--- config.mk ---
export PLATFORM = sky130hd
export DESIGN_NAME = fetch_decode_queue
export DESIGN_NICKNAME = d
export VERILOG_FILES = /design/src/rtl/fetch_decode_queue.sv
export SDC_FILE = /design/constraint.sdc
export NUM_CORES = 1
export LEC_CHECK = 0
export CAP_MARGIN = 25
export CELL_PAD_IN_SITES_DETAIL_PLACEMENT = 0
export CELL_PAD_IN_SITES_GLOBAL_PLACEMENT = 1
export CORE_UTILIZATION = 35
export DETAILED_ROUTE_END_ITERATION = 10
export PLACE_DENSITY_LB_ADDON = 0.1
export SETUP_SLACK_MARGIN = 0.2
export SYNTH_ARGS = -nofsm -noshare
export SYNTH_HDL_FRONTEND = slang
export SYNTH_SLANG_ARGS = --single-unit
--- constraint.sdc ---
create_clock -name CLK -period 4.8 [get_ports CLK]
set_clock_uncertainty 0.05 [all_clocks]
set_input_delay 0.96 -clock CLK [delete_from_list [all_inputs] [get_ports CLK]]
set_output_delay 0.96 -clock CLK [all_outputs]
set_load 0.05 [all_outputs]
--- src/rtl/fetch_decode_queue.sv ---
// Fetch-to-decode instruction queue: circular buffer of {pc, inst} pairs
// with valid/ready on both sides, one-cycle flush and optional bypass.
//
// Ports:
//   CLK, nRST               clock (rising edge), async active-low reset
//   flush                   discard all buffered entries at the next edge
//   in_valid/in_ready       fetch-side handshake, carrying in_pc/in_inst
//   out_valid/out_ready     decode-side handshake, carrying out_pc/out_inst
//   count/full/empty        occupancy status
module fetch_decode_queue #(
  parameter int DEPTH  = 4,
  parameter int WORD_W = 32,
  parameter int BYPASS = 0
) (
  input  logic                       CLK,
  input  logic                       nRST,
  input  logic                       flush,
  input  logic                       in_valid,
  output logic                       in_ready,
  input  logic [WORD_W-1:0]          in_pc,
  input  logic [WORD_W-1:0]          in_inst,
  output logic                       out_valid,
  input  logic                       out_ready,
  output logic [WORD_W-1:0]          out_pc,
  output logic [WORD_W-1:0]          out_inst,
  output logic [$clog2(DEPTH+1)-1:0] count,
  output logic                       full,
  output logic                       empty
);

  localparam int PW = $clog2(DEPTH);
  localparam int CW = $clog2(DEPTH+1);

  typedef struct packed {
    logic [WORD_W-1:0] pc;
    logic [WORD_W-1:0] inst;
  } entry_t;

  entry_t          mem [DEPTH];
  logic [PW-1:0]   wr_ptr;
  logic [PW-1:0]   rd_ptr;
  logic [CW-1:0]   cnt;
  entry_t          head;
  logic            push;
  logic            pop;
  logic            thru;
  logic            wr_en;
  logic            rd_en;

  assign full  = (cnt == CW'(DEPTH));
  assign empty = (cnt == '0);
  assign count = cnt;

  // in_ready deliberately ignores out_ready: no comb path decode->fetch.
  assign in_ready = !full && !flush;

  always_comb begin
    head      = mem[rd_ptr];
    out_valid = !empty;
    out_pc    = head.pc;
    out_inst  = head.inst;
    if (BYPASS != 0 && empty) begin
      out_valid = in_valid;
      out_pc    = in_pc;
      out_inst  = in_inst;
    end
    if (flush) begin
      out_valid = 1'b0;
    end
  end

  assign push = in_valid && in_ready;
  assign pop  = out_valid && out_ready;

  // Bypassed entry consumed in the same cycle never touches storage.
  assign thru  = (BYPASS != 0) && empty && push && pop;
  assign wr_en = push && !thru;
  assign rd_en = pop && !thru;

  always_ff @(posedge CLK or negedge nRST) begin
    if (!nRST) begin
      wr_ptr <= '0;
      rd_ptr <= '0;
      cnt    <= '0;
    end else if (flush) begin
      wr_ptr <= '0;
      rd_ptr <= '0;
      cnt    <= '0;
    end else begin
      if (wr_en) begin
        wr_ptr <= wr_ptr + PW'(1);
      end
      if (rd_en) begin
        rd_ptr <= rd_ptr + PW'(1);
      end
      unique case (1'b1)
        (wr_en && !rd_en): cnt <= cnt + CW'(1);
        (rd_en && !wr_en): cnt <= cnt - CW'(1);
        default:           cnt <= cnt;
      endcase
    end
  end

  // Storage is intentionally left unreset.
  always_ff @(posedge CLK) begin
    if (wr_en && !flush) begin
      mem[wr_ptr] <= '{pc: in_pc, inst: in_inst};
    end
  end

endmodule

* After elaboration in Yosys (flattened, before gate mapping) *
Memory sizes are Yosys's and may differ from the RTL's.
Cells that the tools add are included.

storage, ports and cells
  input port bits = 69
  memories = 1
  bits in writable memories = 256
  flip-flop bits (word level) = 7

memory list
  name  depth  bits a word  read ports  clocked after Yosys merged registers in  wr ports  line  text
  mem   4      64           1           0                                        1         39    entry_t mem [DEPTH];

operators by class
  reductions and logical operators = 15
  add/sub/neg operators = 4
  eq/ne operators = 1
  multiplexer cells = 9

operators by type and width
  cell                 number
  $mux 2               4
  $logic_and 1x1->1    6
  $pmux 3 s2           1
  $logic_not 1->1      5
  $add 2x1->2 const B  2
  $reduce_bool 2->1    2
  $add 3x1->3 const B  1
  $eq 3x3->1 const B   1
  $logic_not 3->1      1
  $mux 1               3
  $mux 3               1
  $reduce_bool 3->1    1
  $sub 3x1->3 const B  1

* Longest topological paths before layout *
  depth after elaboration = 8
  depth in mapped cells = 6
  depth with buffers taken out = 6

* Least setup slack after synthesis *
No wires, ideal clock.

  path type = register to output
  start point = register cnt[0], in the netlist count[0]
  end point = output out_valid
  setup slack = 1.293 ns
  data arrival time = 2.497 ns
  required time = 3.790 ns
  stages on the path, launching flop included = 3
  cells stage by stage = dfrtp_1 -> nor3_1 -> nor2_1

between the ends
  cells in the longest elaborated chain, start to end = 3

ends and longest elaborated chain
  item                      line  text
  start: declaration        42    logic [CW-1:0] cnt;
  start signal: assignment  97    (wr_en && !rd_en): cnt <= cnt + CW'(1);
  start signal: assignment  98    (rd_en && !wr_en): cnt <= cnt - CW'(1);
  start signal: assignment  99    default: cnt <= cnt;
  $logic_not 3->1           51    assign empty = (cnt == '0);
  via empty                 28    output logic empty
  $logic_not 1->1           59    out_valid = !empty;
  $mux 1                    67    if (flush) begin
  end: declaration          22    output logic out_valid,

The timed path passes the listed nets, and every way through them passes these cells.

* Final worst setup path *
  start point = register rd_ptr[1]
  end point = output out_pc[7]

between the ends
  cells in the longest elaborated chain, start to end = 1

ends and longest elaborated chain
  item                      line  text
  start: declaration        41    logic [PW-1:0] rd_ptr;
  start signal: assignment  94    rd_ptr <= rd_ptr + PW'(1);
  $mem_v2 4x64              n/a
  end: declaration          24    output logic [WORD_W-1:0] out_pc,

No other way between the ends.

==> summary.md <==
| Metric | Value |
|---|---|
| Status | `finished, final reports clean` |
| Setup CP Type | `reg2out` |
| Post-synthesis adder-cell area fraction | `0.721%` |
| Layout Utilization | `46.4%` |
| Required @ worst endpoint | `3790 ps` |
| Post-CTS setup buffers | `0` |
| Non-filler instance count after layout | `943` |
| Critical R2R Launch | `count[2]$_DFFE_PN0P_` |
| PostCTS Resize Cnt | `0` |
| Largest net degree at the start of global routing | `48` |
| Worst Tran Pin Value | `795 ps` |
| CP arrival | `roughly 2900 ps` |
| Synth top area share | `79.1%` |
| Dpl ws | `1130 ps` |
| DRT Wirelength | `18.7 mm` |
| Hold Vio Cnt, Final | `0` |
| Via Count | `4429` |
| Placed inst area | `11700 µm²` |
| Drt pass-1 iters | `4` |
| Synth Area in Compound Gates | `0.477%` |
| TritonCTS clock tree | `yes` |
| Initial Util | `35.8%` |
| Die height | `169 µm` |
| Max Slew Vio Count | `0` |
| Cell count after placement | `891` |
| Maxcap violations | `0` |
| Clk slew on worst S/H paths | `roughly 60 ps` |
| Reg2reg setup slack | `2390 ps` |
| Filler instances | `2290` |
| Post-route antenna net violation count | `0` |
| Area leader, netlist | `edfxtp_1` |
| R2R Path End | `mem[2][40]$_DFFE_PP_` |
| Clk buf depth | `3` |
| Tcrit/Tclk final | `80.9%` |
| N_diodes | `0` |
| Synth warn | `0` |
| Syn_nets | `460` |
| # H-tree levels | `1` |
| Drt wl/cell | `approximately 20 µm` |
| CP endpoint kind | `output pin` |
| PD cells | `559 nW/µm²` |
| Min Clock Period, post-route | `3880 ps` |
| Cts hold-fix bufs | `0` |
| Post-synthesis mux area share | `15.1%` |
| Netlist cell types | `28` |
| Via/cell ratio | `~4.7` |
| Simple-Gate Fraction of Synth Area | `under 10%` |
| Worst vdd ir | `between 0.3 and 0.4 mV` |
| Area of the core | `27100 µm²` |
| Hold endpoint | `wr_ptr[0]$_DFFE_PN0P_` |
| Antenna violations before repair | `1` |
| I/O Buffers | `139` |
| Vias in the first global route | `4922` |
| Gate count of the mapped netlist | `386` |
| # rows | `60` |
| Final setup fails | `0` |
| CTS Buf Count | `28` |
| HP Start | `wr_ptr[0]$_DFFE_PN0P_` |
| Layout area overhead | `29.5%` |
| # nets final | `623` |
| Pleak | `about 3.9 nW` |
| Die footprint | `28400 µm²` |
| Layout cells sized above 1 | `between 20% and 30%` |
| First-pass GRT wire length | `28.7 mm` |
| Most frequent cells in the layout | `256 x edfxtp_1, 139 x clkdlybuf4s50_1, 64 x mux4_2` |
| Synth Area in XOR/XNOR | `0.438%` |
| Reg area | `7870 µm²` |
| Max Freq | `around 260 MHz` |
| Min-delay worst type | `reg2reg` |
| Worst Reg2Reg Path Length in Cells | `4` |
| Pwr Total | `7.03 mW` |
| Fin area | `about 13000 µm²` |
| 1st-iter DRT viols | `167` |
| Hpwl dp | `approximately 11 mm` |
| CTS Sinks | `263` |
| CP startpoint kind | `flip-flop` |
| Flops & latches, synth | `263` |
| Final Hold Slack | `between 500 and 600 ps` |
| Largest family of logic cells by synthesized area | `multiplexers` |
| Routability congestion estimate | `0.700` |
| Total grt overflow | `0` |
| RSZ-0062 raised after global routing | `no` |
| Leading cell type in the layout, fill and taps excluded | `edfxtp_1` |
| Multi-input logic area | `approximately 1800 µm²` |
| Skew-Pair Late Insertion Delay | `520 ps` |
| DRC violation count after routing | `0` |
| Syn Std Cell Area | `slightly below 10000 µm²` |
| Total negative slack | `0 ps` |
| Seq/Total Area, Yosys | `80.9%` |
| Root Driver | `clkbuf_16` |
| Max FO, Critical Path | `47` |
| Die outline width | `between 150 and 200 µm` |
| GRT Util Overall | `13.5%` |
| Syn avg cell area | `roughly 25 µm²` |
| Setup ws final | `916 ps` |
| Ports | `140` |
| Ranking of synthesized cells by area | `edfxtp_1 79%, mux4_2 15%, dfrtp_1 1.8%` |
| Hold path depth | `2` |
| Slew margin rel. | `47.0%` |
cell families after synthesis:
kind of cell | after synthesis
multiplexers | 66
buffers and inverters | 18
flip-flops | 263
AO/OA/AOI/OAI | 7
AND/OR/NAND/NOR | 23
XOR/XNOR | 4
adder cells (fa/ha/maj) | 5
worst max path at each step:
stage                                      from     endpoint  slack, ps  cells past startpoint
final                     rd_ptr[1]$_DFFE_PN0P_    out_pc[7]        920                      3
after global routing      rd_ptr[1]$_DFFE_PN0P_  out_inst[6]        760                      3
after CTS                 rd_ptr[1]$_DFFE_PN0P_  out_inst[6]        810                      3
after detailed placement                  flush     in_ready       1130                      3
after global placement                    flush     in_ready       1150                      3
after floorplan            count[0]$_DFFE_PN0P_    out_valid       1290                      2
cell usage after synthesis:
library cell and n:
a21boi_0 1, a21oi_1 2, a221oi_1 1, and2_1 5
buf_1 3, buf_2 8, clkbuf_1 4, dfrtp_1 7
edfxtp_1 256, fa_1 1, ha_1 4, inv_1 3
mux2_1 1, mux2i_1 1, mux4_2 64, nand2_1 1
nand2b_1 2, nand2b_2 1, nand3b_1 1, nor2_1 6
nor2b_1 2, nor3_1 3, nor3b_4 2, o22ai_1 2
o31ai_1 1, xnor2_1 1, xor2_1 2, xor2_2 1
power breakdown:
part | switching [mW] | total (mW) | internal (mW)
clock | 0.814 | 2.13 | 1.32
sequential | 0.108 | 2.78 | 2.67
combinational | 1.27 | 2.11 | 0.839
total | 2.20 | 7.03 | 4.83
registers in the layout (all words and copies together), names as in the netlist:
name and flops:
count 3, mem 256, rd_ptr 2, wr_ptr 2
area by class of cell:
class                           count  share of cell area, %
Tap cell                          372                   3.70
Timing Repair Buffer              148                   12.1
Sequential cell                   263                   62.6
Inverter                            3                 0.0895
Clock buffer                       40                   6.10
Multi-Input combinational cell    105                   14.2
Clock inverter                     12                   1.26
critical path: stages (launching register included):
cell             delay (ps)
dfrtp_4                 940
buf_4                   340
mux4_2                  330
clkdlybuf4s50_1         720
layer usage:
layer / track usage (%) / wire length (µm) / vias to the layer above / part of all wire, %
li1: - / - / 1972 / -
met1: 17.2 / 7980 / 2319 / 43
met2: 23.0 / 9280 / 112 / 50
met3: 3.72 / 1200 / 24 / 6.4
met4: 3.28 / 239 / 2 / 1.3
met5: 0 / 13 / - / 0.069
Power figures use the tool's default switching activity.
